<file path="config.mk">
export PLATFORM = sky130hd
export DESIGN_NAME = status_ctrl
export DESIGN_NICKNAME = d
export VERILOG_FILES = /design/src/rtl/status_pkg.sv /design/src/rtl/status_timer.sv /design/src/rtl/status_ctrl.sv
export SDC_FILE = /design/constraint.sdc
export NUM_CORES = 1
export LEC_CHECK = 0
export BUFFER_PORTS_ARGS = -buffer_cell sky130_fd_sc_hd__buf_2
export CORE_MARGIN = 1
export CORE_UTILIZATION = 30
export DETAILED_ROUTE_END_ITERATION = 6
export SYNTH_ARGS = -nofsm -noshare
export SYNTH_HDL_FRONTEND = slang
export SYNTH_HIERARCHICAL = 1
export SYNTH_SLANG_ARGS = --single-unit
</file>
<file path="constraint.sdc">
create_clock -name clk -period 3.3 [get_ports clk]
set_input_delay 0.33 -clock clk [delete_from_list [all_inputs] [get_ports clk]]
set_output_delay 0.33 -clock clk [all_outputs]
set_load 0.03 [all_outputs]
</file>
<file path="src/rtl/status_pkg.sv">
// Shared types and constants for the status display controller.
package status_pkg;

    typedef enum logic [1:0] {
        IDLE = 2'd0,
        SHOW = 2'd1,
        LOCK = 2'd2
    } state_t;

    localparam int STREAK_W = 4;
    localparam logic [STREAK_W-1:0] STREAK_MAX = 4'd15;

endpackage

</file>
<file path="src/rtl/status_timer.sv">
// Loadable down-counter; expire_o pulses for one cycle as the count passes 1 -> 0.
module status_timer #(
    parameter int WIDTH = 8
) (
    input  logic             clk,
    input  logic             rst,
    input  logic             load_i,
    input  logic             clr_i,
    input  logic [WIDTH-1:0] load_val_i,
    output logic             expire_o
);

    logic [WIDTH-1:0] count_q, count_d;

    // A load wins over a clear so a restart in the exit cycle still reloads.
    always_comb begin
        count_d = count_q;
        if (load_i) begin
            count_d = load_val_i;
        end else if (clr_i) begin
            count_d = '0;
        end else if (count_q != '0) begin
            count_d = count_q - WIDTH'(1);
        end
    end

    always_ff @(posedge clk) begin
        if (rst) begin
            count_q <= '0;
        end else begin
            count_q <= count_d;
        end
    end

    assign expire_o = (count_q == WIDTH'(1));

endmodule

</file>
<file path="src/rtl/status_ctrl.sv">
// Check-result status controller: timed result display, failure streak and lockout.
// Define STATUS_BLINK_EN to blink "done" while an incorrect result is shown.
module status_ctrl
    import status_pkg::*;
#(
    parameter int HOLD_CYCLES  = 50_000_000,
    parameter int BLINK_CYCLES = 12_500_000,
    parameter int MAX_FAILS    = 3
) (
    input  logic                clk,
    input  logic                rst,
    input  logic                check_valid,
    input  logic                check_ok,
    input  logic                ack,
    output logic                done,
    output logic                incorrect,
    output logic                locked,
    output logic [STREAK_W-1:0] fail_streak
);

    localparam int HOLD_W = $clog2(HOLD_CYCLES + 1);

    if (HOLD_CYCLES < 1 || BLINK_CYCLES < 1 || MAX_FAILS < 1 || MAX_FAILS > 15) begin : gParamCheck
        $error("status_ctrl: parameter out of range");
    end

    state_t              state_q, state_d;
    logic                done_q, done_d;
    logic                incorrect_q, incorrect_d;
    logic                locked_q;
    logic [STREAK_W-1:0] streak_q, streak_d;
    logic [STREAK_W-1:0] streakInc;
    logic                holdLoad, holdClr, holdExpire;

    status_timer #(.WIDTH(HOLD_W)) uHoldTimer (
        .clk        (clk),
        .rst        (rst),
        .load_i     (holdLoad),
        .clr_i      (holdClr),
        .load_val_i (HOLD_W'(HOLD_CYCLES)),
        .expire_o   (holdExpire)
    );

`ifdef STATUS_BLINK_EN
    localparam int BLINK_W = $clog2(BLINK_CYCLES + 1);

    logic blinkLoad, blinkClr, blinkExpire;

    status_timer #(.WIDTH(BLINK_W)) uBlinkTimer (
        .clk        (clk),
        .rst        (rst),
        .load_i     (blinkLoad),
        .clr_i      (blinkClr),
        .load_val_i (BLINK_W'(BLINK_CYCLES)),
        .expire_o   (blinkExpire)
    );
`endif

    always_comb begin
        state_d     = state_q;
        done_d      = done_q;
        incorrect_d = incorrect_q;
        streak_d    = streak_q;
        holdLoad    = 1'b0;
        holdClr     = 1'b0;
`ifdef STATUS_BLINK_EN
        blinkLoad   = 1'b0;
        blinkClr    = 1'b0;
`endif
        streakInc   = (streak_q == STREAK_MAX) ? streak_q : streak_q + STREAK_W'(1);

        unique case (state_q)
            IDLE, SHOW: begin
                // A new result always wins over ack or the hold expiring.
                if (check_valid) begin
                    done_d      = 1'b1;
                    incorrect_d = ~check_ok;
                    streak_d    = check_ok ? '0 : streakInc;
                    if (!check_ok && streakInc == STREAK_W'(MAX_FAILS)) begin
                        state_d = LOCK;
                        holdClr = 1'b1;
`ifdef STATUS_BLINK_EN
                        blinkClr = 1'b1;
`endif
                    end else begin
                        state_d  = SHOW;
                        holdLoad = 1'b1;
`ifdef STATUS_BLINK_EN
                        blinkLoad = 1'b1;
`endif
                    end
                end else if (state_q == SHOW && (ack || holdExpire)) begin
                    state_d     = IDLE;
                    done_d      = 1'b0;
                    incorrect_d = 1'b0;
                    holdClr     = 1'b1;
`ifdef STATUS_BLINK_EN
                    blinkClr    = 1'b1;
                end else if (state_q == SHOW && incorrect_q && blinkExpire) begin
                    done_d    = ~done_q;
                    blinkLoad = 1'b1;
`endif
                end
            end
            LOCK: begin
                if (ack) begin
                    state_d     = IDLE;
                    done_d      = 1'b0;
                    incorrect_d = 1'b0;
                    streak_d    = '0;
                end
            end
            default: begin
                state_d     = IDLE;
                done_d      = 1'b0;
                incorrect_d = 1'b0;
            end
        endcase
    end

    always_ff @(posedge clk) begin
        if (rst) begin
            state_q     <= IDLE;
            done_q      <= 1'b0;
            incorrect_q <= 1'b0;
            locked_q    <= 1'b0;
            streak_q    <= '0;
        end else begin
            state_q     <= state_d;
            done_q      <= done_d;
            incorrect_q <= incorrect_d;
            locked_q    <= (state_d == LOCK);
            streak_q    <= streak_d;
        end
    end

    assign done        = done_q;
    assign incorrect   = incorrect_q;
    assign locked      = locked_q;
    assign fail_streak = streak_q;

endmodule

</file>
==> results by group <==
Clock network
  – Worst-Skew Late Latency: just under 300 ps
  – Longest Clk Path Bufs: 2
  – Root buffer selected by CTS: clkbuf_8
  – Num CTS Buffers: 5
  – Setup Fix Bufs, Post-CTS: 0
  – H-tree depth: 2
  – Number of hold buffers added after CTS: 0
  – Clock-pin slew reported for the worst setup and hold paths after clock tree synthesis: approximately 70 ps
  – Cells resized by post-CTS repair: 0
  – Clock tree from TritonCTS: done
  – Number of sinks driven by the clock tree: 35

Drt
  – Pre-Repair DR Iteration Count: 6
  – Via count: between 1500 and 2000
  – Ratio of routed vias to standard cells: 5.21
  – Routed length per instance: ~13 um
  – Sum of routed wire length over all layers: about 4.7 mm
  – Count of antenna-violating nets left after detailed routing: 0
  – Detailed router's first-iteration violation count: slightly below 90
  – DRC violation count after routing: 3

Finish
  – Leading cell type in the layout, fill and taps excluded: dfxtp_1
  – Number of fill cells in the layout: between 600 and 700
  – # diodes: 0
  – Total area of sequential cells: between 700 and 800 sq um
  – Most used cells in the layout excluding fill and tap cells: dfxtp_1 (35), conb_1 (28), nor2_1 (27)
  – Proportion of layout cells with a drive suffix above 1: 0.129
  – Layout-stage area growth over the synthesis result: 17.7%
  – Multi-input gate area: approximately 0.0013 sq mm
  – Total Nets Final: approximately 300

Synth
  – Avg Synthesized Cell Area: around 8.0 sq um
  – Largest family of logic cells by synthesized area: simple AND/OR/NAND/NOR gates
  – Number of enable flip-flop cells after synthesis: 0
  – Synth Flop Type: dfxtp_1
  – Share of synthesized cell area in full adder, half adder and majority cells: 0.0187
  – Portion of netlist area occupied by mux cells: 0
  – Synthesized netlist cell count: around 250
  – Warnings from Yosys: 6
  – Share of the synthesized netlist area taken by xor and xnor gates: 0.0479
  – Post-synthesis cell area: between 0.002 and 0.0025 sq mm
  – Async SR Flop Fraction: 0
  – Post-synthesis sequential area ratio: 0.348
  – Distinct cells, synth: 46
  – Synth Area in Simple Gates: 0.306
  – Synthesized flop and latch total: 35
  – Area fraction in compound gates after synthesis: 0.233

Global routing
  – GRT Total Usage: 0.147
  – Number of antenna violations at the first check in global routing: 0
  – Leftover overflow at the end of global routing: 0
  – Maximum number of pins on one net before global-route repair: 19
  – Vias in the first global route: about 1800
  – Global-route wire length before repair: roughly 8.3 mm

Worst setup path
  – Worst endpoint required time: 3520 ps
  – Number of stages on the worst setup path: 12
  – Standard cell with the maximum stage delay on the critical path: or4_1
  – Crit path kind: reg2reg
  – Setup crit start kind: flop
  – Maximum cell stage delay along the critical path: roughly 560 ps
  – Ordered cell list for the critical path: or4_1, or2_2, nor4_1, and3_1, o211ai_1, a21oi_1, or4_1, nor4_1, nand3_1, nand2b_1, buf_12, a31oi_1
  – Worst path arrival time: around 3200 ps
  – Worst-path maximum fanout: 16
  – Worst path buffer plus inverter count: 1
  – CP Capture Type: flop
  – Cells on worst reg2reg path: 12
  – Gate family responsible for the most delay along the worst path: simple AND/OR/NAND/NOR gates

Run status
  – Run status: finished, violations left
  – Violated checks: DRC

Timing
  – Worst Max-Slew Pin Slew: 906 ps
  – Count of final hold-check violations: 0
  – Minimum clock period: just under 3000 ps
  – Normalized max-slew margin: 0.394
  – Worst hold slack across all endpoints: 322 ps
  – Total negative setup slack: 0 ps
  – Final setup vio count: 0
  – RSZ-0062 raised after global routing: false
  – Max-slew violation count: 0
  – Worst Skew: ~5.2 ps
  – Upper clock frequency limit: between 300 and 400 MHz
  – Period Utilization, post-route: 0.901

Die
  – Area of the die: ~0.007 sq mm
  – Placement Rows: 29
  – Boundary pin count: 12
  – Height of the die: between 80 and 90 um
  – Total core area: 0.00642 sq mm
  – Die extent in x: between 80 and 90 um
  – Effective utilization at floorplan: 0.313

Placed design
  – Detailed placer's ending HPWL: roughly 3.3 mm
  – Gp weighted congestion: around 0.79
  – Number of I/O port buffers: 11

Job
  – Max-cap check violation count: 0

Power
  – IR Drop Worst-Case VDD: about 0.00015 V
  – Leak: 0.938 nW
  – PwrDens: 478 mW/mm^2

Hold path
  – Cell depth of the worst min-delay path: 2
  – Path class of the lowest-slack min-delay path: in2reg
[routing by layer]
metal  vias up  wire (um)  track usage
met2        22       2080        0.234
met5         -          0            0
met3         9        138       0.0366
li1       1006          -            -
met4         0         93       0.0690
met1       895       2400        0.185
[metrics by stage]
step	utilization	worst slack [ps]	instances	instance area, sq um	power (mW)
after floorplan	-	365	278	2110	0.739
after global placement	0.356	407	363	2280	0.824
after detailed placement	0.356	340	363	2280	0.826
after CTS	0.368	317	371	2370	1.14
after global routing	0.368	63.8	371	2370	1.21
final	0.368	327	371	2370	1.13
[power by group]
| group | leakage, nW | switching, mW | total, mW | internal (mW) |
|---|---|---|---|---|
| logic | 0.607 | 0.183 | 0.319 | 0.135 |
| registers | 0.288 | 0.0426 | 0.501 | 0.459 |
| clock network | 0.0422 | 0.162 | 0.310 | 0.148 |
| total | 0.938 | 0.388 | 1.13 | 0.742 |
[synthesized netlist by cell type (2+ instances only)]
cell type | n | area [sq um]
or3_1 | 4 | 25.0
or2_2 | 3 | 18.8
buf_2 | 2 | 10.0
ha_1 | 3 | 37.5
inv_1 | 5 | 18.8
nand4_1 | 2 | 12.5
a211oi_1 | 4 | 30.0
a22oi_1 | 12 | 90.1
or4_1 | 8 | 60.1
and3_1 | 2 | 12.5
or4_4 | 2 | 22.5
a41oi_1 | 2 | 17.5
nand4b_1 | 2 | 17.5
xor2_1 | 6 | 52.6
nand3_1 | 8 | 40.0
conb_1 | 2 | 7.51
a32oi_1 | 2 | 17.5
o21a_1 | 3 | 22.5
nor2_1 | 27 | 101
nor3b_1 | 2 | 15.0
nor4_1 | 11 | 68.8
a21oi_1 | 21 | 105
dfxtp_1 | 35 | 701
o211ai_1 | 4 | 30.0
xnor2_1 | 5 | 43.8
o21ai_0 | 10 | 50.1
clkbuf_1 | 8 | 30.0
nor3_1 | 11 | 55.1
buf_6 | 2 | 22.5
nand2_1 | 18 | 67.6
a31oi_1 | 6 | 37.5
o31a_1 | 4 | 35.0
nand2b_1 | 3 | 18.8
[registers in the layout (all words and copies together) (netlist names)]
| name | count |
|---|---|
| done | 1 |
| fail_streak | 4 |
| incorrect | 1 |
| locked | 1 |
| state_q | 2 |
| uHoldTimer/count_q | 26 |
[worst paths after layout]
kind                                               end  slack, ps              startpoint
worst min-delay path                         incorrect        320                check_ok
worst max register to register  uHoldTimer/count_q[21]        330  uHoldTimer/count_q[18]
worst min register to register               incorrect        480               incorrect
worst max-delay path            uHoldTimer/count_q[21]        330  uHoldTimer/count_q[18]
[final cells by class]
cell class | count | area share
repair buffers | 21 | 0.0603
inverters | 5 | 0.00793
multi-input cells | 225 | 0.561
clock inverters | 1 | 0.00212
flip-flops and latches | 35 | 0.296
clock buffers | 7 | 0.0323
well taps | 77 | 0.0407
[kinds of logic after synthesis]
kind of cell / Yosys count
XOR/XNOR: 11
flip-flops: 35
adder cells (fa/ha/maj): 3
AO/OA/AOI/OAI: 72
other: 2
AND/OR/NAND/NOR: 111
buffers and inverters: 18
Note: power is estimated with default switching activity, not from simulation.
